==> config.mk <==
export PLATFORM = sky130hd
export DESIGN_NAME = btog_conv_arbiter_flat
export DESIGN_NICKNAME = d
export VERILOG_FILES = /design/src/rtl/btog_conv_arbiter_if.sv /design/src/rtl/btog_conv_arbiter.sv /design/src/flat_wrapper.sv
export SDC_FILE = /design/constraint.sdc
export NUM_CORES = 1
export LEC_CHECK = 0
export BUFFER_PORTS_ARGS = -buffer_cell sky130_fd_sc_hd__buf_2
export CAP_MARGIN = 20
export CORE_MARGIN = 3
export CORE_UTILIZATION = 45
export CTS_BUF_LIST = sky130_fd_sc_hd__clkbuf_4 sky130_fd_sc_hd__clkbuf_8
export DETAILED_ROUTE_END_ITERATION = 10
export PLACE_DENSITY = 0.69
export SYNTH_ARGS = -nofsm -noshare
export SYNTH_HDL_FRONTEND = slang
export SYNTH_SLANG_ARGS = --single-unit
==> constraint.sdc <==
create_clock -name clk -period 6.4 [get_ports clk]
set_clock_uncertainty 0.1 [all_clocks]
set_input_delay 0.32 -clock clk [delete_from_list [all_inputs] [get_ports clk]]
set_output_delay 0.32 -clock clk [all_outputs]
set_load 0.02 [all_outputs]
==> src/rtl/btog_conv_arbiter_if.sv <==
// btog_conv_arbiter_if: request/result bundle between requesters, the shared Gray converter and its consumer
interface btog_conv_arbiter_if #(
  parameter int WIDTH   = 4,
  parameter int NUM_REQ = 4,
  parameter int ID_W    = 2,
  parameter int CNT_W   = 16
);
  logic [NUM_REQ-1:0]       req_valid;
  logic [NUM_REQ*WIDTH-1:0] req_bin;
  logic [NUM_REQ-1:0]       req_ready;
  logic                     out_valid;
  logic [WIDTH-1:0]         out_gray;
  logic [ID_W-1:0]          out_id;
  logic                     out_ready;
  logic [CNT_W-1:0]         conv_count;
  modport slave (
    input  req_valid, req_bin, out_ready,
    output req_ready, out_valid, out_gray, out_id, conv_count
  );
  modport master (
    output req_valid, req_bin, out_ready,
    input  req_ready, out_valid, out_gray, out_id, conv_count
  );
endinterface

==> src/rtl/btog_conv_arbiter.sv <==
// btog_conv_arbiter: round-robin shared binary-to-Gray converter with registered valid/ready output
module btog_conv_arbiter #(
  parameter int WIDTH   = 4,
  parameter int NUM_REQ = 4,
  parameter int ID_W    = 2,
  parameter int CNT_W   = 16
) (
  input logic                 clk,
  input logic                 rst_n,
  btog_conv_arbiter_if.slave  bus
);
  typedef enum logic {IDLE, HOLD} state_t;
  state_t             r_state, w_state_nxt;
  logic [ID_W-1:0]    r_ptr, w_gnt_idx, r_id;
  logic [WIDTH-1:0]   w_bin, r_gray;
  logic [CNT_W-1:0]   r_cnt;
  logic               w_found, w_accept, w_drain;
  // Round-robin search: first valid requester at or above the pointer, wrapping
  always_comb begin
    int j;
    j = 0;
    w_found = 1'b0;
    w_gnt_idx = '0;
    w_bin = '0;
    for (int k = 0; k < NUM_REQ; k++) begin
      j = int'(r_ptr) + k;
      j = (j >= NUM_REQ) ? j - NUM_REQ : j;
      if (!w_found && bus.req_valid[j]) begin
        w_found = 1'b1;
        w_gnt_idx = ID_W'(j);
        w_bin = bus.req_bin[j*WIDTH +: WIDTH];
      end
    end
  end
  // Accept when the result slot is free or being drained; reset masks any grant
  always_comb begin
    w_drain = (r_state == HOLD) & bus.out_ready;
    w_accept = rst_n & w_found & ((r_state == IDLE) | bus.out_ready);
    bus.req_ready = w_accept ? NUM_REQ'(1) << w_gnt_idx : '0;
    w_state_nxt = w_accept ? HOLD : (w_drain ? IDLE : r_state);
  end
  // FSM state register
  always_ff @(posedge clk) begin
    if (!rst_n) r_state <= IDLE;
    else        r_state <= w_state_nxt;
  end
  // Result register: Gray code and winner id captured on accept, held under backpressure
  always_ff @(posedge clk) begin
    if (!rst_n) begin
      r_gray <= '0;
      r_id   <= '0;
    end else if (w_accept) begin
      r_gray <= w_bin ^ (w_bin >> 1);
      r_id   <= w_gnt_idx;
    end
  end
  // Pointer moves just past the winner, only when a grant happens
  always_ff @(posedge clk) begin
    if (!rst_n)        r_ptr <= '0;
    else if (w_accept) r_ptr <= (int'(w_gnt_idx) == NUM_REQ - 1) ? '0 : w_gnt_idx + 1'b1;
  end
  // Saturating count of output handshakes
  always_ff @(posedge clk) begin
    if (!rst_n)                      r_cnt <= '0;
    else if (w_drain && r_cnt != '1) r_cnt <= r_cnt + 1'b1;
  end
  assign bus.out_valid  = (r_state == HOLD);
  assign bus.out_gray   = r_gray;
  assign bus.out_id     = r_id;
  assign bus.conv_count = r_cnt;
endmodule

==> src/flat_wrapper.sv <==
// flat-port wrapper written by rule: the top's interface ports become plain ports
module btog_conv_arbiter_flat 
#(
  parameter int WIDTH   = 4,
  parameter int NUM_REQ = 4,
  parameter int ID_W    = 2,
  parameter int CNT_W   = 16
)
  (clk, rst_n, bus_req_valid, bus_req_bin, bus_out_ready, bus_req_ready, bus_out_valid, bus_out_gray, bus_out_id, bus_conv_count);
  btog_conv_arbiter_if #(.WIDTH(WIDTH), .NUM_REQ(NUM_REQ), .ID_W(ID_W), .CNT_W(CNT_W)) bus_i ();
  input logic clk;
  input logic rst_n;
  input wire logic [$bits(bus_i.req_valid)-1:0] bus_req_valid;
  input wire logic [$bits(bus_i.req_bin)-1:0] bus_req_bin;
  input wire logic [$bits(bus_i.out_ready)-1:0] bus_out_ready;
  output wire logic [$bits(bus_i.req_ready)-1:0] bus_req_ready;
  output wire logic [$bits(bus_i.out_valid)-1:0] bus_out_valid;
  output wire logic [$bits(bus_i.out_gray)-1:0] bus_out_gray;
  output wire logic [$bits(bus_i.out_id)-1:0] bus_out_id;
  output wire logic [$bits(bus_i.conv_count)-1:0] bus_conv_count;
  assign bus_i.req_valid = bus_req_valid;
  assign bus_i.req_bin = bus_req_bin;
  assign bus_i.out_ready = bus_out_ready;
  assign bus_req_ready = bus_i.req_ready;
  assign bus_out_valid = bus_i.out_valid;
  assign bus_out_gray = bus_i.out_gray;
  assign bus_out_id = bus_i.out_id;
  assign bus_conv_count = bus_i.conv_count;
  btog_conv_arbiter #(.WIDTH(WIDTH), .NUM_REQ(NUM_REQ), .ID_W(ID_W), .CNT_W(CNT_W)) u_core (.clk(clk), .rst_n(rst_n), .bus(bus_i));
endmodule
==> results.json <==
{
  "cp-start-kind": "flip-flop",
  "dr.pass1.iters": 4,
  "crit_type": "reg -> out",
  "critPathCaptureType": "output port",
  "setup_viol": 0,
  "drcViolationCount": 0,
  "worstPathArrival_ns": 3.96,
  "r2r-end": "u_core.r_ptr[1]$_SDFFE_PN0P_",
  "ir_worst_vdd_mv": 0.125,
  "leakage_nw": 1.00,
  "cts_buffer_depth": 2,
  "grt_max_degree": 31,
  "initial_core_util_pct": 48.6,
  "fin_tns_setup_ns": 0,
  "die_area_um2": 5350,
  "synth-seq-area-share_pct": 24.7,
  "path_clk_slew_ns": 0.09,
  "grt_use_total_pct": 17.1,
  "dpl.hpwl_um": 3390,
  "vias": 1761,
  "drv_cap": 0,
  "critPathMaxFanout": 16,
  "io_buffer_count": 49,
  "cts_sinks": 25,
  "crit_start": "u_core.r_ptr[1]$_SDFFE_PN0P_",
  "worst_pin_slew_ns": 0.641,
  "async_flop_share_pct": 0,
  "cts_tree": "built",
  "syn_nets": 261,
  "grt_pass1_vias": 1567,
  "synth.distinct_cells": 43,
  "layout-drive-gt1-share_pct": 27.9,
  "synth_edf_count": 0,
  "drv_slew": 0,
  "totalWireLength_um": 4410,
  "required_ns": 5.98,
  "cts_buffers": 3,
  "wl_per_cell_um": 13.8,
  "viasPerCell": 5.52,
  "yosysWarningCount": 0,
  "clock-root-buffer": "clkbuf_8",
  "grt-ovfl-total": 0,
  "core-area_um2": 4170,
  "ios": 50,
  "synth_seq_cells": 25,
  "min_period_ns": 4.38,
  "postCtsSetupRepairBufs": 0,
  "nFillCells": 400,
  "reg2reg_from": "u_core.r_ptr[1]$_SDFFE_PN0P_",
  "die-width_um": 73.2,
  "r2r.worst_path.cells": 9,
  "layout-area-overhead-vs-synth_pct": 14.3,
  "clkLatencyLatePin_ns": 0.27,
  "cts_hold_buf": 0,
  "critPathSlowestCell": "mux4_2",
  "fmaxAchievable_mhz": 228,
  "rows": 23,
  "final_antenna_net_count": 0,
  "p_per_area_nw_per_um2": 289,
  "yosys_most_used_dff": "dfxtp_1",
  "fin_nets": 303,
  "cts.htree.levels": 1,
  "postSynthAreaPerCell_um2": 8.90,
  "hold_class": "in -> reg",
  "yosys-top-cells-area": "dfxtp_1 25%, mux4_2 10%, ha_1 6.2%",
  "finalCritPeriodShare_pct": 68.5,
  "slowest_delay_ns": 0.70,
  "crit_path_end": "bus_req_ready[1]",
  "yosys.area.top_type": "dfxtp_1",
  "cts_resized": 0,
  "post-route-util_pct": 55.6,
  "gp_congestion": 0.849,
  "drt_iter0_markers": 61,
  "rrSetupSlack_ns": 2.44,
  "die_y_um": 73.2,
  "final_hold_viol_count": 0,
  "cp_cell_sequence": "inv_1 -> ha_1 -> mux4_2 -> o21ai_0 -> a221oi_1 -> a31oi_1 -> inv_1 -> ha_1 -> and2_1 -> buf_2",
  "antenna_cells": 0,
  "rsz0062_at_grt": "false",
  "status": "completed",
  "syn_area_um2": 2030,
  "antenna_found_initial": 0,
  "grt_first_pass_wirelength_um": 7430,
  "synthCells": 228,
  "max_slew_margin_pct": 57.2,
  "synth_top_area_share_pct": 24.7
}
[final cells by class]
class | instances | area, um2 | area share, %
multi-input cells | 183 | 1430 | 61.6
flip-flops and latches | 25 | 500 | 21.6
repair buffers | 50 | 253 | 10.9
well taps | 50 | 62.6 | 2.70
clock buffers | 3 | 41.3 | 1.78
inverters | 7 | 26.3 | 1.13
clock inverters | 1 | 7.51 | 0.324
[worst max-delay path: cells and delay by family, from the launching register on]
| family | cells | cell delay [ns] |
|---|---|---|
| buf+inv | 3 | 0.53 |
| simple gates | 1 | 0.13 |
| compound gates | 3 | 0.77 |
| fa+ha+maj | 2 | 0.89 |
| mux | 1 | 0.70 |
| flops | 1 | 0.67 |
[worst min-delay path by stage]
stage,startpoint,to,cells past startpoint
after global placement,u_core.bus.out_gray[1]$_SDFFE_PN0P_,u_core.bus.out_gray[1]$_SDFFE_PN0P_,2
final,rst_n,u_core.bus.out_gray[1]$_SDFFE_PN0P_,3
after floorplan,u_core.bus.out_gray[1]$_SDFFE_PN0P_,u_core.bus.out_gray[1]$_SDFFE_PN0P_,2
after detailed placement,u_core.bus.out_gray[1]$_SDFFE_PN0P_,u_core.bus.out_gray[1]$_SDFFE_PN0P_,2
after global routing,rst_n,u_core.bus.out_gray[1]$_SDFFE_PN0P_,3
after CTS,rst_n,u_core.bus.out_gray[1]$_SDFFE_PN0P_,3
[synthesized netlist by cell type (2+ instances only)]
master     n
nor2_1    31
nand4_1    3
a21o_1     2
a22oi_1    2
a31oi_1    6
xnor2_1    8
mux4_1     3
dfxtp_1   25
a21oi_1    5
ha_1      10
nor3_1     4
nor2b_1    2
nand3_1   10
mux2i_1    8
inv_1      6
nand2b_1   6
buf_2      2
a31o_2     2
o21ai_0    8
and4_1     4
and3_1     3
mux4_2     9
nor4_1     2
and2_1     6
xor2_1    12
clkbuf_1   7
mux2_2     5
nand2_1   18
a211oi_1   3
buf_6      3
[through the flow]
stage	std cells	power [mW]	setup slack [ns]	cell area [um2]	hold WS, ns
2_1_floorplan	228	0.502	2.65	2030	0.433
3_3_place_gp	315	0.574	2.49	2270	0.349
3_5_place_dp	315	0.578	2.34	2270	0.345
4_1_cts	319	0.675	2.01	2320	0.277
5_1_grt	319	0.724	1.68	2320	0.294
6_report	319	0.670	2.02	2320	0.282
[flip-flops by register name, summed over array words and instances, names as in the netlist]
register               flops
u_core.bus.out_gray        4
u_core.bus.out_valid       1
u_core.bus.conv_count     16
u_core.bus.out_id          2
u_core.r_ptr               2
[kinds of logic (layout without fill, tap and decap cells)]
logic type / after synthesis / count (layout) / share of synthesized area, %
flip-flops: 25 / 25 / 24.7
AND/OR/NAND/NOR: 92 / 92 / 22.4
AO/OA/AOI/OAI: 36 / 36 / 12.6
XOR/XNOR: 20 / 20 / 8.63
multiplexers: 25 / 25 / 20.6
adder cells (fa/ha/maj): 10 / 10 / 6.17
buffers and inverters: 20 / 61 / 4.93
[cell usage in the layout (no fill, tap or decap), types with 3 or more instances in the layout]
cell type / netlist / routed
a211oi_1: 3 / 3
a21oi_1: 5 / 5
a31oi_1: 6 / 6
and2_1: 6 / 6
and3_1: 3 / 3
and4_1: 4 / 4
buf_2: 2 / 49
clkbuf_8: 0 / 3
dfxtp_1: 25 / 25
ha_1: 10 / 10
inv_1: 6 / 6
mux2_2: 5 / 5
mux2i_1: 8 / 8
mux4_1: 3 / 3
mux4_2: 9 / 9
nand2_1: 18 / 18
nand2b_1: 6 / 6
nand3_1: 10 / 10
nand4_1: 3 / 3
nor2_1: 31 / 31
nor3_1: 4 / 4
o21ai_0: 8 / 8
xnor2_1: 8 / 8
xor2_1: 12 / 12
[report_power, final]
group / leakage, nW / internal, mW / switching, mW
Combinational: 0.776 / 0.168 / 0.217
Sequential: 0.204 / 0.175 / 0.0149
Clock: 0.0217 / 0.0441 / 0.0503
[metal layers]
layer / GRT usage (%) / routed length, um / vias up
li1: - / - / 908
met1: 25.4 / 2210 / 804
met2: 25.7 / 1910 / 45
met3: 2.20 / 222 / 4
met4: 4.92 / 59 / 0
met5: 0 / 0 / -
Note: power is estimated with default switching activity, not from simulation.
